===== src/rtl/uart_param.sv =====
// Parametrised UART: shared baud tick generator, TX FIFO + serialiser,
// 16x-oversampling receiver with parity/framing/overrun reporting.
module uart_param #(
   parameter int unsigned RX_DIV     = 27,
   parameter int unsigned DATA_BITS  = 8,
   parameter int unsigned PARITY     = 0,
   parameter int unsigned STOP_BITS  = 1,
   parameter int unsigned FIFO_DEPTH = 4
) (
   input  logic                 clk_50m,
   input  logic                 rst_n,
   input  logic [DATA_BITS-1:0] din,
   input  logic                 wr_en,
   output logic                 tx_full,
   output logic                 tx_busy,
   output logic                 tx,
   input  logic                 rx,
   input  logic                 rdy_clr,
   output logic                 rdy,
   output logic [DATA_BITS-1:0] dout,
   output logic                 parity_err,
   output logic                 frame_err,
   output logic                 overrun
);

   localparam int unsigned DIV_W = (RX_DIV > 1) ? $clog2(RX_DIV) : 1;
   localparam int unsigned PTR_W = $clog2(FIFO_DEPTH);
   localparam int unsigned CNT_W = PTR_W + 1;

   typedef enum logic [2:0] {
      TX_IDLE, TX_WAIT, TX_START, TX_DATA, TX_PAR, TX_STOP
   } tx_state_t;

   typedef enum logic [2:0] {
      RX_IDLE, RX_START, RX_DATA, RX_PAR, RX_STOP
   } rx_state_t;

   function automatic logic par_of(input logic [DATA_BITS-1:0] d);
      if (PARITY == 1) return ~^d;
      return ^d;
   endfunction

   // ---------------- baud ticks ----------------
   logic [DIV_W-1:0] div_cnt;
   logic [3:0]       tx_sub;
   logic             os_tick;
   logic             tx_tick;

   assign os_tick = (div_cnt == DIV_W'(RX_DIV - 1));
   assign tx_tick = os_tick && (tx_sub == 4'd15);

   // free-running oversample divider and 16:1 bit-tick prescaler
   always_ff @(posedge clk_50m) begin
      if (!rst_n) begin
         div_cnt <= '0;
         tx_sub  <= '0;
      end else begin
         div_cnt <= os_tick ? '0 : div_cnt + DIV_W'(1);
         if (os_tick) tx_sub <= tx_sub + 4'd1;
      end
   end

   // ---------------- TX FIFO ----------------
   logic [DATA_BITS-1:0] mem [FIFO_DEPTH];
   logic [PTR_W-1:0]     wr_ptr;
   logic [PTR_W-1:0]     rd_ptr;
   logic [CNT_W-1:0]     count;
   logic                 fifo_empty;
   logic                 push;
   logic                 pop;
   logic                 fifo_wr;
   logic                 fifo_rd;
   logic                 tx_ready;
   logic [DATA_BITS-1:0] pop_data;

   assign tx_full    = (count == CNT_W'(FIFO_DEPTH));
   assign fifo_empty = (count == '0);
   assign push       = wr_en && !tx_full;
   assign pop        = tx_ready && (!fifo_empty || push);
   // an empty FIFO hands a fresh push straight to the serialiser
   assign fifo_wr    = push && !(pop && fifo_empty);
   assign fifo_rd    = pop && !fifo_empty;
   assign pop_data   = fifo_empty ? din : mem[rd_ptr];

   // FIFO storage (no reset needed, validity tracked by count)
   always_ff @(posedge clk_50m) begin
      if (fifo_wr) mem[wr_ptr] <= din;
   end

   // FIFO pointers and occupancy
   always_ff @(posedge clk_50m) begin
      if (!rst_n) begin
         wr_ptr <= '0;
         rd_ptr <= '0;
         count  <= '0;
      end else begin
         if (fifo_wr) wr_ptr <= wr_ptr + PTR_W'(1);
         if (fifo_rd) rd_ptr <= rd_ptr + PTR_W'(1);
         if (fifo_wr && !fifo_rd)      count <= count + CNT_W'(1);
         else if (fifo_rd && !fifo_wr) count <= count - CNT_W'(1);
      end
   end

   // ---------------- TX serialiser ----------------
   tx_state_t            tx_state;
   tx_state_t            tx_state_nxt;
   logic [DATA_BITS-1:0] tx_shift;
   logic                 tx_par;
   logic [3:0]           tx_cnt;
   logic                 tx_stop_done;

   assign tx_stop_done = (tx_state == TX_STOP) && tx_tick && (tx_cnt == 4'(STOP_BITS - 1));
   // the last stop interval may reload directly so frames run back-to-back
   assign tx_ready     = (tx_state == TX_IDLE) || tx_stop_done;

   // TX state register
   always_ff @(posedge clk_50m) begin
      if (!rst_n) tx_state <= TX_IDLE;
      else        tx_state <= tx_state_nxt;
   end

   // TX shift register, parity bit and bit/stop counter
   always_ff @(posedge clk_50m) begin
      if (!rst_n) begin
         tx_shift <= '0;
         tx_par   <= 1'b0;
         tx_cnt   <= '0;
      end else if (pop) begin
         tx_shift <= pop_data;
         tx_par   <= par_of(pop_data);
         tx_cnt   <= '0;
      end else if (tx_tick) begin
         case (tx_state)
            TX_DATA: begin
               tx_shift <= tx_shift >> 1;
               tx_cnt   <= (tx_cnt == 4'(DATA_BITS - 1)) ? '0 : tx_cnt + 4'd1;
            end
            TX_STOP: tx_cnt <= tx_cnt + 4'd1;
            default: tx_cnt <= '0;
         endcase
      end
   end

   // TX next state and line/busy outputs
   always_comb begin
      tx_state_nxt = tx_state;
      tx           = 1'b1;
      tx_busy      = !fifo_empty || (tx_state != TX_IDLE);
      case (tx_state)
         TX_IDLE:  if (pop) tx_state_nxt = TX_WAIT;
         TX_WAIT:  if (tx_tick) tx_state_nxt = TX_START;
         TX_START: begin
            tx = 1'b0;
            if (tx_tick) tx_state_nxt = TX_DATA;
         end
         TX_DATA: begin
            tx = tx_shift[0];
            if (tx_tick && (tx_cnt == 4'(DATA_BITS - 1)))
               tx_state_nxt = (PARITY != 0) ? TX_PAR : TX_STOP;
         end
         TX_PAR: begin
            tx = tx_par;
            if (tx_tick) tx_state_nxt = TX_STOP;
         end
         TX_STOP:  if (tx_stop_done) tx_state_nxt = pop ? TX_START : TX_IDLE;
         default:  tx_state_nxt = TX_IDLE;
      endcase
   end

   // ---------------- RX path ----------------
   logic                 rx_m;
   logic                 rx_s;
   rx_state_t            rx_state;
   rx_state_t            rx_state_nxt;
   logic [3:0]           rx_os;
   logic [3:0]           rx_bit;
   logic [DATA_BITS-1:0] rx_shift;
   logic                 rx_par;
   logic                 rx_mid;
   logic                 rx_stop_sample;
   logic                 rx_perr;

   assign rx_mid         = os_tick && (rx_os == 4'd15);
   assign rx_stop_sample = (rx_state == RX_STOP) && rx_mid;
   assign rx_perr        = (PARITY != 0) && (rx_par != par_of(rx_shift));

   // two-flop synchroniser for the asynchronous line
   always_ff @(posedge clk_50m) begin
      if (!rst_n) begin
         rx_m <= 1'b1;
         rx_s <= 1'b1;
      end else begin
         rx_m <= rx;
         rx_s <= rx_m;
      end
   end

   // RX state register
   always_ff @(posedge clk_50m) begin
      if (!rst_n) rx_state <= RX_IDLE;
      else        rx_state <= rx_state_nxt;
   end

   // RX next state
   always_comb begin
      rx_state_nxt = rx_state;
      case (rx_state)
         RX_IDLE:  if (os_tick && !rx_s) rx_state_nxt = RX_START;
         RX_START: if (os_tick && (rx_os == 4'd7)) rx_state_nxt = rx_s ? RX_IDLE : RX_DATA;
         RX_DATA:  if (rx_mid && (rx_bit == 4'(DATA_BITS - 1)))
                      rx_state_nxt = (PARITY != 0) ? RX_PAR : RX_STOP;
         RX_PAR:   if (rx_mid) rx_state_nxt = RX_STOP;
         RX_STOP:  if (rx_mid) rx_state_nxt = RX_IDLE;
         default:  rx_state_nxt = RX_IDLE;
      endcase
   end

   // oversample counter, bit counter and mid-bit sampling
   always_ff @(posedge clk_50m) begin
      if (!rst_n) begin
         rx_os    <= '0;
         rx_bit   <= '0;
         rx_shift <= '0;
         rx_par   <= 1'b0;
      end else if (os_tick) begin
         case (rx_state)
            RX_IDLE:  rx_os <= '0;
            RX_START: begin
               rx_os  <= (rx_os == 4'd7) ? '0 : rx_os + 4'd1;
               rx_bit <= '0;
            end
            RX_DATA: begin
               rx_os <= rx_os + 4'd1;
               if (rx_os == 4'd15) begin
                  rx_shift <= {rx_s, rx_shift[DATA_BITS-1:1]};
                  rx_bit   <= rx_bit + 4'd1;
               end
            end
            RX_PAR: begin
               rx_os <= rx_os + 4'd1;
               if (rx_os == 4'd15) rx_par <= rx_s;
            end
            default:  rx_os <= rx_os + 4'd1;
         endcase
      end
   end

   // host-side word/flag registers; a completing word beats rdy_clr
   always_ff @(posedge clk_50m) begin
      if (!rst_n) begin
         rdy        <= 1'b0;
         dout       <= '0;
         parity_err <= 1'b0;
         frame_err  <= 1'b0;
         overrun    <= 1'b0;
      end else if (rx_stop_sample) begin
         rdy        <= 1'b1;
         dout       <= rx_shift;
         parity_err <= rx_perr;
         frame_err  <= !rx_s;
         overrun    <= rdy_clr ? 1'b0 : (overrun | rdy);
      end else if (rdy_clr) begin
         rdy        <= 1'b0;
         parity_err <= 1'b0;
         frame_err  <= 1'b0;
         overrun    <= 1'b0;
      end
   end

endmodule


===== config.mk =====
export PLATFORM = sky130hd
export DESIGN_NAME = uart_param
export DESIGN_NICKNAME = d
export VERILOG_FILES = /design/src/rtl/uart_param.sv
export SDC_FILE = /design/constraint.sdc
export NUM_CORES = 1
export LEC_CHECK = 0
export CORE_UTILIZATION = 50
export DETAILED_ROUTE_END_ITERATION = 8
export PLACE_DENSITY = 0.76
export SLEW_MARGIN = 20
export SYNTH_ARGS = -nofsm -noshare
export SYNTH_HDL_FRONTEND = slang
export SYNTH_SLANG_ARGS = --single-unit

===== constraint.sdc =====
create_clock -name clk_50m -period 9.2 [get_ports clk_50m]
set_input_delay 0.92 -clock clk_50m [delete_from_list [all_inputs] [get_ports clk_50m]]
set_output_delay 0.92 -clock clk_50m [all_outputs]
set_load 0.005 [all_outputs]

==> reports/results.txt, run 1 <==
CTS Buf Count -> 9
CTS tree -> done
Vias/cell -> 5.53
Most frequent cells after synthesis -> nand2_1 (69), dfxtp_1 (66), edfxtp_1 (32)
Setup slack after layout -> 6.03 ns
Starting Density -> 52.1%
Slew Viols, Final -> 0
IO Pins -> 28
Clk_lat worst skew -> 0.35 ns
Synth top area share -> 28.8%
Power, Total -> 1.27 mW
Core ar. -> 8810 µm²
Layout cells sized above 1 -> 8.70%
Post-Layout Inst Area -> 5130 µm²
Most frequent cell after synthesis -> nand2_1
Final Skew -> 0.0108 ns
Area leader, netlist -> dfxtp_1
Worst-margin pin slew -> 0.750 ns
Post-layout min period -> 3.17 ns
RSZ-0062 raised after global routing -> false
Initial antenna violation count -> 0
Period utilization -> 34.5%
Port-buffer cells -> 26
Syn nets -> 465
Register area share after synthesis -> 49.8%
Routed WL per cell -> 14.6 µm
DR DRC count -> 6
Worst Path Required -> 9.48 ns
Postcts setup bufs -> 0
Post-synthesis mux area share -> 7.53%
Outcome -> finished with violations
Slew margin rel. -> 49.6%
Area share of fa/ha/maj cells after synthesis -> 3.71%
Setup violators final -> 0
Main combinational cell family by area after synthesis -> simple AND/OR/NAND/NOR gates
VDD IR-drop max -> 0.129 mV
First-pass GRT wire length -> 14.3 mm
Failing checks -> DRC
Crit Path Class -> reg -> reg
Syn Inst Count -> 439
Final wirelength -> 8.31 mm
DP HPWL -> 5.83 mm
Worst slack at placement -> 6.05 ns
Met2 WL -> 3.79 mm
Synth Cell Area -> 4590 µm²
Cell row count -> 34
Via Count -> 3139
Die H -> 97.8 µm
Routability Congestion -> 0.764
Htree depth -> 3
Synthesis warning total -> 0
Sink Count -> 98
Cts repair resizes -> 0
Number of global-route vias before repair -> 3036
Die area -> 9560 µm²
Max Cap Viol -> 0
Initial DRC Count -> 104
# hold bufs at CTS -> 0
Count of cell types in the netlist -> 59
Crit. End Element -> flop
Startpoint types -> flop
CTS Buffer Depth -> 2
Syn avg cell area -> 10.4 µm²
Leakage power -> 1.79 nW
EDFF count, synth -> 32
Post-route ant nets -> 0
# diodes -> 0
Clk pin slew, worst setup/hold paths -> 0.09 ns
GRT Residual Overflow -> 0
Setup TNS Final -> 0 ns
Largest cells by area after synthesis -> dfxtp_1 (29%), edfxtp_1 (21%), nand2_1 (5.6%), mux4_2 (4.9%), ha_1 (3.3%)
Post-synth top flop -> dfxtp_1
#FFs+latches synth -> 98
Compound-Gate Fraction of Synth Area -> 11.3%
Fin. Hold Viols -> 0
Area growth syn-to-layout -> 11.9%
Gr usage total -> 18.5%
Hold_ws -> 0.431 ns
Ys async rst share -> 0%
PD cells -> 247 nW/µm²
Die width -> 97.8 µm
Fill cell count -> 716
Met3 WL -> 231 µm
Max layer used -> met4
Area after DPL -> 4890 µm²
Fmax -> 315 MHz
Nets -> 481
Simple-Gate Fraction of Synth Area -> 19.2%
DRT Pass-1 Iters -> 6
Post-synthesis xor/xnor area fraction -> 5.35%
Crit path DAT -> 3.45 ns
Root buffer cell -> clkbuf_8
Hold Path Class -> reg -> reg
Metal-1 WL -> 4.21 mm
Crit Path Max Fanout -> 10
Pin count of the biggest net entering global routing -> 60
## final cells by class
cell class                 count  area [µm²]  area share [%]
multi-input combinational    307        2170            42.2
clock buffer                  11         151            2.95
timing repair buffer          27         268            5.22
tap                          108         135            2.63
clock inverter                 5        83.8            1.63
sequential                    98        2280            44.5
inverter                      12        45.0           0.878
## metal layers
layer,global-route usage (%),vias to the layer above
li1,-,1568
met2,28.6,52
met5,0,-
met1,26.4,1511
met4,5.71,0
met3,3.72,8
## per-stage QoR
| stage | cells | util, % |
|---|---|---|
| 5_1_grt | 568 | 58.3 |
| 6_report | 568 | 58.3 |
| 3_5_place_dp | 552 | 55.5 |
| 4_1_cts | 568 | 58.2 |
| 3_3_place_gp | 552 | 55.5 |
| 2_1_floorplan | 439 | - |
## kinds of logic (layout without fill, tap and decap cells)
family                     after synthesis  in the layout
and+or+nand+nor                        168            168
other                                    1              1
adders and majority gates               13             13
muxes                                   22             22
xor gates and xnor gates                28             28
DFF                                     98             98
buffers and inverters                   34             55
AOI/OAI and AO/OA                       75             75
## sequential cells by signal (all words and copies together) (netlist names), 2 cells and up, named ones only
register and cells:
rx_state 3, mem 32, dout 8, tx_cnt 4, tx_sub 4, count 3, rd_ptr 2, rx_os 4
tx_state 3, tx_shift 8, div_cnt 5, rx_bit 4, wr_ptr 2, rx_shift 8
## report_power, final
part           leakage [nW]  switching (mW)  internal (mW)
clock                 0.120           0.147          0.170
sequential            0.827          0.0522          0.505
combinational         0.847           0.198          0.196
## final timing paths
check              from  endpoint  slack [ns]  depth (start not counted)
max          div_cnt[0]  count[2]        6.03                         12
min                rx_m      rx_s        0.43                          1
max reg2reg  div_cnt[0]  count[2]        6.03                         12
min reg2reg        rx_m      rx_s        0.43                          1
## worst max-delay path: stages, from the launching register on
cell and delay [ns]:
dfxtp_1 0.38, inv_1 0.06, ha_1 0.25, and4b_2 0.34, and4_1 0.22, a211oi_1 0.25, o31a_1 0.29, ha_1 0.24
inv_1 0.06, fa_1 0.38, xor2_1 0.18, or3_1 0.30, a21boi_0 0.16
## layout by cell type (no fill, tap or decap), types with 4 or more instances in the layout
cell / n
a21boi_0: 19
a21boi_1: 8
a21oi_1: 12
a2bb2oi_1: 4
and2_1: 19
clkbuf_8: 11
clkdlybuf4s50_1: 26
dfxtp_1: 66
edfxtp_1: 32
ha_1: 12
inv_1: 11
mux2i_1: 12
mux4_2: 10
nand2_1: 69
nand2b_1: 7
nand3_1: 12
nand3b_1: 4
nor2_1: 18
nor2b_1: 9
nor3_1: 4
o21ai_0: 11
xnor2_1: 17
xor2_1: 11
Note: power is estimated with default switching activity, not from simulation.
==> run 2: changes to the inputs <==
==> constraint.sdc (replaced) <==
create_clock -name clk_50m -period 3.3 [get_ports clk_50m]
set_input_delay 0.33 -clock clk_50m [delete_from_list [all_inputs] [get_ports clk_50m]]
set_output_delay 0.33 -clock clk_50m [all_outputs]
set_load 0.005 [all_outputs]
==> run 2 against run 1 <==
The run still ends with DRC left. Setup slack got worse by 5.8 ns. Sequential share of layout area did not move. Clock skew decreased by 0.0018 ns. Flip-flop and latch count did not move. Die area did not move. Sequential power rose to 2.8 times the previous value. Total power rose to 2.7 times the previous value.
==> reports/results.txt, run 2 (synthesized netlist as in run 1, its figures left out) <==
Hold Path Class -> reg -> reg
DP HPWL -> 5.68 mm (-2.5%)
DP Cell Count -> 555 (+0.54%)
Die H -> 97.8 µm (unchanged)
# hold bufs at CTS -> 0 (unchanged)
Max Cap Viol -> 0 (unchanged)
Power, Total -> 3.48 mW (+170%)
Via Count -> 3127 (-0.38%)
RSZ-0062 raised after global routing -> false
GRT Residual Overflow -> 0 (unchanged)
Starting Density -> 52.1% (unchanged)
CTS Buf Count -> 9 (unchanged)
IO Pins -> 28 (unchanged)
First-pass GRT wire length -> 14.0 mm (-2.0%)
Post-layout min period -> 3.03 ns (-0.137 ns)
Largest register FFs -> 32 (unchanged)
Crit path DAT -> 3.31 ns (-0.14 ns)
Setup violators final -> 0 (unchanged)
Layout cells sized above 1 -> 8.86% (+0.16 points)
CTS tree -> done
Area growth syn-to-layout -> 11.9% (unchanged)
Routed WL per cell -> 14.1 µm (-3.4%)
Nets -> 484 (+0.62%)
Routability Congestion -> 0.783 (+2.5%)
Die width -> 97.8 µm (unchanged)
Slew margin rel. -> 40.3% (-9.4 points)
DRT Pass-1 Iters -> 6 (unchanged)
Post-route ant nets -> 0 (unchanged)
Worst Path Required -> 3.57 ns (-5.91 ns)
Fmax -> 330 MHz (+4.5%)
Initial antenna violation count -> 0 (unchanged)
Core ar. -> 8810 µm² (unchanged)
Die area -> 9560 µm² (unchanged)
Setup TNS Final -> 0 ns (unchanged)
Clk pin slew, worst setup/hold paths -> 0.09 ns (about the same)
DR DRC count -> 6 (unchanged)
Outcome -> finished with violations
Cell row count -> 34 (unchanged)
Startpoint types -> flop
Initial DRC Count -> 144 (+38%)
# diodes -> 0 (unchanged)
Final Skew -> 0.00901 ns (-0.00182 ns)
Cts repair resizes -> 0 (unchanged)
Worst-margin pin slew -> 0.889 ns (+0.139 ns)
PD cells -> 678 nW/µm² (+170%)
Pin count of the biggest net entering global routing -> 60 (unchanged)
Final wirelength -> 8.07 mm (-2.8%)
Postcts setup bufs -> 0 (unchanged)
Failing checks -> DRC
Root buffer cell -> clkbuf_8
Hold_ws -> 0.418 ns (-0.0128 ns)
Vias/cell -> 5.48 (-0.91%)
VDD IR-drop max -> 0.336 mV (+160%)
Post-Layout Inst Area -> 5130 µm² (unchanged)
Period utilization -> 91.9% (+57 points)
Htree depth -> 3 (unchanged)
Commonest non-fill, non-tap cells in the layout -> nand2_1 (69), dfxtp_1 (66), edfxtp_1 (32), clkdlybuf4s50_1 (26)
Port-buffer cells -> 26 (unchanged)
Crit. End Element -> flop
Area after DPL -> 4910 µm² (+0.46%)
Sink Count -> 98 (unchanged)
Fill cell count -> 723 (+0.98%)
Most flop-heavy register -> mem
Leakage power -> 1.80 nW (about the same)
Clk_lat worst skew -> 0.35 ns (about the same)
Crit Path Max Fanout -> 10 (unchanged)
Crit Path Class -> reg -> reg
Slew Viols, Final -> 0 (unchanged)
Commonest non-fill, non-tap cell in the layout -> nand2_1
Non-Filler Instances -> 571 (+0.53%)
Number of global-route vias before repair -> 3006 (-0.99%)
Fin. Hold Viols -> 0 (unchanged)
CTS Buffer Depth -> 2 (unchanged)
Gr usage total -> 18.2% (-0.30 points)
[run 2: changes by cell type in the layout (fill, tap and decap cells not counted)]
cell and change:
clkbuf_1 +1, clkinv_2 +1, clkinvlp_4 +1, nor3b_2 -1, nor3b_1 +1, buf_4 +3
clkbuf_8 -2, inv_4 -1
[run 2: area by class of cell]
type                    instances  area (µm²)  area share (%)
clock inverters                 6        90.1            1.76
clock buffers                  10         128            2.49
flip-flops and latches         98        2280            44.5
well taps                     108         135            2.63
multi-input cells             307        2160            42.1
repair buffers                 30         290            5.66
inverters                      12        45.0           0.878
[run 2: worst max-delay path: stages (launching register included)]
cell and delay (ns):
dfxtp_1 0.38, inv_1 0.07, ha_1 0.24, and4b_2 0.34, and4_1 0.22, a211oi_1 0.27, o31a_1 0.18, ha_1 0.18
inv_1 0.06, fa_1 0.37, xor2_1 0.17, or3_1 0.30, a21boi_0 0.18
[run 2: worst paths after layout]
kind	cells past startpoint	endpoint	from	slack, ns
hold reg to reg	1	rx_s	rx_m	0.42
setup reg to reg	12	count[2]	div_cnt[0]	0.27
setup / recovery	12	count[2]	div_cnt[0]	0.27
hold / removal	1	rx_s	rx_m	0.42
[run 2: report_power, final]
group          switching, mW  leakage [nW]  internal, mW
sequential             0.144         0.827          1.41
combinational          0.537         0.862         0.563
clock                  0.399         0.107         0.430
[run 2: through the flow]
| stage | setup slack [ns] | util (%) |
|---|---|---|
| 2_1_floorplan | 0.338 | - |
| 3_3_place_gp | 0.442 | 55.8 |
| 3_5_place_dp | 0.307 | 55.8 |
| 4_1_cts | 0.236 | 58.3 |
| 5_1_grt | 0.0356 | 58.3 |
| 6_report | 0.267 | 58.3 |
[run 2: per-layer routing]
metal / track usage, % / share of wire (%)
met5: 0 / 0
met4: 5.94 / 1.0
met3: 4.44 / 3.2
met2: 28.9 / 47
met1: 24.8 / 49
